## config.mk

```make
export PLATFORM = sky130hd
export DESIGN_NAME = branch_resolve_queue
export DESIGN_NICKNAME = d
export VERILOG_FILES = /design/src/rtl/branch_resolve_queue.sv
export SDC_FILE = /design/constraint.sdc
export NUM_CORES = 1
export LEC_CHECK = 0
export ABC_AREA = 1
export CAP_MARGIN = 20
export CELL_PAD_IN_SITES_DETAIL_PLACEMENT = 1
export CELL_PAD_IN_SITES_GLOBAL_PLACEMENT = 1
export CORE_ASPECT_RATIO = 1.75
export CORE_MARGIN = 4
export CORE_UTILIZATION = 46
export DETAILED_ROUTE_END_ITERATION = 8
export PLACE_DENSITY_LB_ADDON = 0.05
export SYNTH_ARGS = -nofsm -noshare
export SYNTH_HDL_FRONTEND = slang
export SYNTH_SLANG_ARGS = --single-unit
```

## constraint.sdc

```tcl
create_clock -name clk -period 6.29 [get_ports clk]
set_input_delay 0.9435 -clock clk [delete_from_list [all_inputs] [get_ports clk]]
set_output_delay 0.9435 -clock clk [all_outputs]
set_load 0.05 [all_outputs]
```

## src/rtl/branch_resolve_queue.sv

```systemverilog
// In-order queue of predicted conditional branches awaiting resolution.
// Drives registered predictor-training updates and one-cycle mispredict redirects.
module branch_resolve_queue #(
    parameter int unsigned DEPTH = 8,
    parameter int unsigned AW    = $clog2(DEPTH)
) (
    input  logic          clk,
    input  logic          rst,
    input  logic          alloc,
    input  logic [15:0]   alloc_pc,
    input  logic          alloc_pred,
    input  logic [15:0]   alloc_alt_pc,
    output logic          full,
    input  logic          resolve,
    input  logic          resolve_taken,
    output logic          upd_valid,
    output logic [15:0]   upd_pc,
    output logic          upd_taken,
    output logic          mispredict,
    output logic [15:0]   redirect_pc,
    output logic [AW:0]   count,
    output logic          underflow
);

    logic [15:0] pc_mem   [DEPTH];
    logic        pred_mem [DEPTH];
    logic [15:0] alt_mem  [DEPTH];

    logic [AW-1:0] wr_ptr_q, wr_ptr_d;
    logic [AW-1:0] rd_ptr_q, rd_ptr_d;
    logic [AW:0]   count_q, count_d;

    logic          do_resolve;
    logic          do_alloc;
    logic          squash;
    logic          empty;
    logic [15:0]   head_pc;
    logic          head_pred;
    logic [15:0]   head_alt;

    assign full  = (count_q == (AW+1)'(DEPTH));
    assign count = count_q;
    assign empty = (count_q == '0);

    assign head_pc   = pc_mem[rd_ptr_q];
    assign head_pred = pred_mem[rd_ptr_q];
    assign head_alt  = alt_mem[rd_ptr_q];

    always_comb begin
        do_resolve = resolve && !empty;
        squash     = do_resolve && (resolve_taken != head_pred);
        // An alloc racing a squash is on the wrong path and must not land.
        do_alloc   = alloc && !full && !squash;

        wr_ptr_d = wr_ptr_q;
        rd_ptr_d = rd_ptr_q;
        count_d  = count_q;

        if (do_resolve) begin
            rd_ptr_d = rd_ptr_q + AW'(1);
        end

        if (squash) begin
            wr_ptr_d = rd_ptr_q + AW'(1);
            count_d  = '0;
        end else begin
            if (do_alloc) begin
                wr_ptr_d = wr_ptr_q + AW'(1);
            end
            case ({do_alloc, do_resolve})
                2'b10:   count_d = count_q + (AW+1)'(1);
                2'b01:   count_d = count_q - (AW+1)'(1);
                default: count_d = count_q;
            endcase
        end
    end

    always_ff @(posedge clk or posedge rst) begin
        if (rst) begin
            wr_ptr_q    <= '0;
            rd_ptr_q    <= '0;
            count_q     <= '0;
            upd_valid   <= 1'b0;
            upd_pc      <= '0;
            upd_taken   <= 1'b0;
            mispredict  <= 1'b0;
            redirect_pc <= '0;
            underflow   <= 1'b0;
        end else begin
            wr_ptr_q   <= wr_ptr_d;
            rd_ptr_q   <= rd_ptr_d;
            count_q    <= count_d;
            upd_valid  <= do_resolve;
            mispredict <= squash;
            if (do_resolve) begin
                upd_pc    <= head_pc;
                upd_taken <= resolve_taken;
            end
            if (squash) begin
                redirect_pc <= head_alt;
            end
            if (resolve && empty) begin
                underflow <= 1'b1;
            end
        end
    end

    // Entry storage is deliberately left unreset; occupancy is tracked by count.
    always_ff @(posedge clk) begin
        if (do_alloc) begin
            pc_mem[wr_ptr_q]   <= alloc_pc;
            pred_mem[wr_ptr_q] <= alloc_pred;
            alt_mem[wr_ptr_q]  <= alloc_alt_pc;
        end
    end

endmodule

```

# After elaboration in Yosys (flattened, before gate mapping)

Memory sizes are Yosys's and may differ from the RTL's. A register that Yosys moved wholly into a read port is not among the register bits.
Index checks and enable logic that the tools add are counted.
W data, S select, Z words.

Output and inout bits: 41
Register bits: 14
RAM bits: 264
Memories: 3

Memory list:

| name     | words | bits a word | rd ports | clocked after memory_dff | wr ports | RTL line | source |
|---|---|---|---|---|---|---|---|
| alt_mem  | 8     | 16          | 1        | 1                        | 1        | 27       | `logic [15:0] alt_mem [DEPTH];` |
| pc_mem   | 8     | 16          | 1        | 1                        | 1        | 25       | `logic [15:0] pc_mem [DEPTH];` |
| pred_mem | 8     | 1           | 1        | 0                        | 1        | 26       | `logic pred_mem [DEPTH];` |

Multiplexer cells: 6
Reductions and logical operators: 11
Add/subtract/negate cells: 4
Equality and inequality tests: 4

Operators by type and width:

| operator              | count |
|---|---|
| $pmux W4 S2           | 1 |
| $add A3 B1 Y3 const B | 2 |
| $mux W3               | 2 |
| $logic_and A1 B1 Y1   | 5 |
| $add A4 B1 Y4 const B | 1 |
| $eq A4 B4 Y1 const B  | 1 |
| $logic_not A4 Y1      | 1 |
| $mux W4               | 1 |
| $sub A4 B1 Y4 const B | 1 |
| $logic_not A1 Y1      | 3 |
| $reduce_bool A3 Y1    | 1 |
| $eq A2 B1 Y1 const B  | 1 |
| $eq A2 B2 Y1 const B  | 1 |
| $mux W1               | 2 |
| $reduce_bool A2 Y1    | 1 |
| $ne A1 B1 Y1          | 1 |

# Longest topological paths before layout

Depth in word-level cells: 9
Gate-level depth with buffers: 18
Depth with buffers taken out: 16

# Worst setup path after synthesis

Ideal clock, no wire load.

Path type: register to register
Start point: register count_q[0], in the netlist count[0]
End point: memory alt_mem[0][0] (enable)
Data arrival time: 3.106 ns
Stages on the path, launching flop included: 9
Path slack: 2.761 ns
Required time: 5.867 ns
Clock period less this slack: 3.529 ns
Cell sequence: dfrtp_1 -> nor2_1 -> nand2_1 -> o21ai_2 -> inv_2 -> nand3_2 -> nand2_1 -> or2_1 -> nor2_1

Longest elaborated chain between the ends: 8

RTL lines:

| element                         | RTL line | source |
|---|---|---|
| from (decl)                     | 31       | `logic [AW:0] count_q, count_d;` |
| from (signal assigned)          | 92       | `count_q <= count_d;` |
| $logic_not A4 Y1                | 43       | `assign empty = (count_q == '0);` |
| $logic_not A1 Y1                | 50       | `do_resolve = resolve && !empty;` |
| $logic_and A1 B1 Y1             | 50       |  |
| $logic_and A1 B1 Y1             | 51       | `squash = do_resolve && (resolve_taken != head_pred);` |
| $logic_not A1 Y1                | 53       | `do_alloc = alloc && !full && !squash;` |
| $logic_and A1 B1 Y1 *           | 53       |  |
| $mux W1 *                       | 110      | `if (do_alloc) begin` |
| $mux W1 (not written as such) * | 113      | `alt_mem[wr_ptr_q] <= alloc_alt_pc;` |
| to (decl)                       | 27       |  |

Every way passes the cells marked *; elsewhere a longest branch is shown, timed or not.

# Worst setup path in the final report

Start point: register rd_ptr_q[2]
End point: memory alt_mem[0][11] (enable)

Longest elaborated chain between the ends: 7

RTL lines:

| element                       | RTL line | source |
|---|---|---|
| from (decl)                   | 30       | `logic [AW-1:0] rd_ptr_q, rd_ptr_d;` |
| from (signal assigned)        | 91       | `rd_ptr_q <= rd_ptr_d;` |
| $mem_v2 Z8 W1                 | n/a      |  |
| $ne A1 B1 Y1                  | 51       |  |
| $logic_and A1 B1 Y1           | 51       |  |
| $logic_not A1 Y1              | 53       |  |
| $logic_and A1 B1 Y1           | 53       |  |
| $mux W1                       | 110      |  |
| $mux W1 (not written as such) | 113      |  |

No other way between the ends.

==> summary.md <==
| Metric | Value |
|---|---|
| Status | `finished clean` |
| Worst hold slack | `0.478 ns` |
| Via count of the first global-routing pass | `8151` |
| Global routing's busiest layer | `met2` |
| Remaining design rule violation count | `0` |
| MaxCap Viol Count | `0` |
| Max Fanout on Critical Path | `37` |
| Multi-input gate area in the final layout | `2660 um^2` |
| Post-detailed-route count of antenna-violating nets | `0` |
| Setup TNS | `0 ns` |
| Register clock-pin slew on the reported worst setup and hold paths | `0.07 ns` |
| Yosys warnings | `0` |
| Vias | `7337` |
| Final clock period utilization by the worst path | `0.673` |
| Sink count of the clock tree | `310` |
| Total die area | `28900 um^2` |
| Endpoints failing setup | `0` |
| Post-CTS setup buffer count | `0` |
| Count of mapped cells out of synthesis | `868` |
| Ratio of cells with drive above 1 in the final layout | `0.0875` |
| Final worst path period need | `4.23 ns` |
| Placeable core area | `25900 um^2` |
| Cell area after placement | `13200 um^2` |
| IR Drop Worst-Case VDD | `274 uV` |
| Final cell count without fillers | `1280` |
| Count of flip-flops with a built-in enable after synthesis | `264` |
| Sequential element share of the synthesized area | `0.755` |
| Max-slew violations | `0` |
| Register-to-Register Path Depth | `10` |
| Finished Core Util | `0.547` |
| Layout Skew | `0.00824 ns` |
| Average detailed-routed wire length per instance | `23.4 um` |
| Antenna diode count | `0` |
| Effective utilization at floorplan | `0.465` |
| Count of placed standard cells including taps | `1226` |
| Wire length of the first global-routing pass | `46800 um` |
| Clock Latency Late Sink | `0.55 ns` |
| GPL Wtd Cong | `0.841` |
| Hold WC Path Type | `reg2reg` |
| Met1 usage | `0.259` |
| Transition time at the pin with the least slew margin | `0.938 ns` |
| All-Layer GR Usage | `0.211` |
| Cell type contributing the most total cell area after synthesis | `edfxtp_1` |
| Critical register-to-register path startpoint | `rd_ptr_q[2]` |
| Die span in y | `222 um` |
| Number of hold-slack violations in the final timing report | `0` |
| Top-area cell type share of the netlist area | `0.659` |
| Kind of start point of the critical path | `flop` |
| Worst path required time | `6.52 ns` |
| Final Total Pwr | `7.03 mW` |
| Top cells by area in the synthesized netlist | `edfxtp_1 (66%), dfrtp_1 (9.6%), o21ai_0 (4.2%)` |
| Number of H-tree levels | `1` |
| Row cnt | `78` |
| Average footprint of a synthesized cell | `13.9 um^2` |
| Max_slew headroom | `0.374` |
| Final Net Count | `980` |
| TritonCTS clock tree | `done` |
| Setup slack after placement | `1.90 ns` |
| Initial DRC Count | `508` |
| Worst min-delay path startpoint | `upd_pc[8]` |
| Count of port buffers added during placement | `78` |
| Setup crit end kind | `flop` |
| Cell leakage power | `4.97 nW` |
| Root cell of the clock tree | `clkbuf_16` |
| Number of synthesized register bits | `310` |
| Number of buffers created by CTS | `29` |
| Most frequently used flop master after synthesis | `edfxtp_1` |
| Final routed wirelength across all metal layers | `30000 um` |
| Drt first pass iters | `5` |
| Post-synthesis net count | `910` |
| Fmax | `236 MHz` |
| Mapped Area | `12000 um^2` |
| # fillers | `2513` |
| Layout overhead on the synthesized area | `17.6%` |
| Critical path startpoint | `rd_ptr_q[2]` |
| Most common library cells after synthesis | `edfxtp_1 (264), nor2_1 (109), o21ai_0 (100), nand2_1 (98), o221ai_1 (54)` |
| Maximum number of buffers from clock root to sink | `3` |
| RSZ-0062 raised after global routing | `false` |
| Met3 track utilization from global routing | `0.0212` |
| Dominant cell by count in the synthesized netlist | `edfxtp_1` |
| I/O pins | `79` |
| Antenna violations before repair | `0` |
| Die X-Extent | `130 um` |
| Combined flip-flop and latch cell area | `9080 um^2` |
| Worst setup path class | `reg2reg` |
| Remaining Overflow, GRT | `0` |
| DP Wirelength | `17900 um` |
| Final instance area | `14100 um^2` |
| Count of hold buffers inserted by post-cts repair | `0` |
| Number of vias per cell after detailed routing | `5.73` |
| Final WS setup | `2.06 ns` |
| Critical path data arrival time | `4.46 ns` |
| Count of cell types in the netlist | `28` |
| Pin count of the biggest net entering global routing | `101` |
| Met2 track utilization from global routing | `0.390` |
| Number of gates resized after cts | `0` |
| Cell count of the worst hold path | `2` |
| Async SR Flop Fraction | `0.148` |
| Power Dens Cells | `497 nW/um^2` |
==> layer usage <==
layer / part of all wire / routed length, um
met5: 0 / 0
met4: 0.021 / 642
met3: 0.033 / 994
met2: 0.56 / 16800
met1: 0.39 / 11600
==> cell type report <==
type                       instances  area share
multi-input combinational        473       0.188
clock buffer                      37      0.0548
inverter                          30     0.00796
sequential                       310       0.642
clock inverter                    16     0.00964
timing repair buffer              94      0.0693
tap                              320      0.0283
==> flip-flops by register name, summed over array words and instances, names as in the netlist <==
name / count
mispredict: 1
wr_ptr_q: 3
rd_ptr_q: 3
underflow: 1
upd_valid: 1
upd_taken: 1
count: 4
upd_pc: 16
redirect_pc: 16
pc_mem: 128
pred_mem: 8
alt_mem: 128
==> worst max-delay path: stages, from the launching register on <==
cell     delay [ns]
dfrtp_1        0.37
buf_4          0.27
inv_2          0.71
nand3_1        0.20
nand2_1        0.13
nand2_2        0.07
nand3_2        0.42
nand2_1        0.22
or2_1          0.42
nor2_4         0.63
buf_4          0.40
==> layout by cell type, fill, tap and decap left out, types with 4 or more instances in the layout <==
cell / synthesis / routed
clkbuf_16: 0 / 29
clkinv_1: 0 / 4
buf_4: 0 / 12
nor2_1: 109 / 101
buf_16: 0 / 4
o221ai_1: 54 / 54
nand3_1: 34 / 34
clkinv_2: 0 / 6
inv_2: 6 / 7
ha_1: 4 / 4
clkbuf_1: 41 / 6
nor2_4: 0 / 8
dfrtp_1: 46 / 44
o22ai_1: 11 / 11
inv_1: 24 / 23
mux2i_1: 32 / 32
o211ai_1: 13 / 13
nand2_1: 98 / 98
edfxtp_1: 264 / 264
clkdlybuf4s50_1: 0 / 78
o21ai_0: 100 / 100
==> cells by family after synthesis <==
kind of cell	share of synthesized area
DFF	0.755
buffers and inverters	0.0290
xor gates and xnor gates	0.00291
muxes	0.0266
AOI/OAI and AO/OA	0.0997
adders and majority gates	0.00416
and+or+nand+nor	0.0827
==> power by group <==
group	switching (mW)	internal, mW	leakage (nW)
clock network	0.732	0.953	0.442
registers	0.179	2.62	2.95
logic	1.79	0.763	1.58
total	2.70	4.33	4.97
==> worst paths after layout <==
kind                                   to  slack, ns
min in group asynchronous       underflow       0.91
max                        alt_mem[0][11]       2.06
min reg2reg                     upd_pc[8]       0.48
max in group asynchronous     rd_ptr_q[0]       4.85
max reg2reg                alt_mem[0][11]       2.06
min                             upd_pc[8]       0.48
Power figures use the tool's default switching activity.
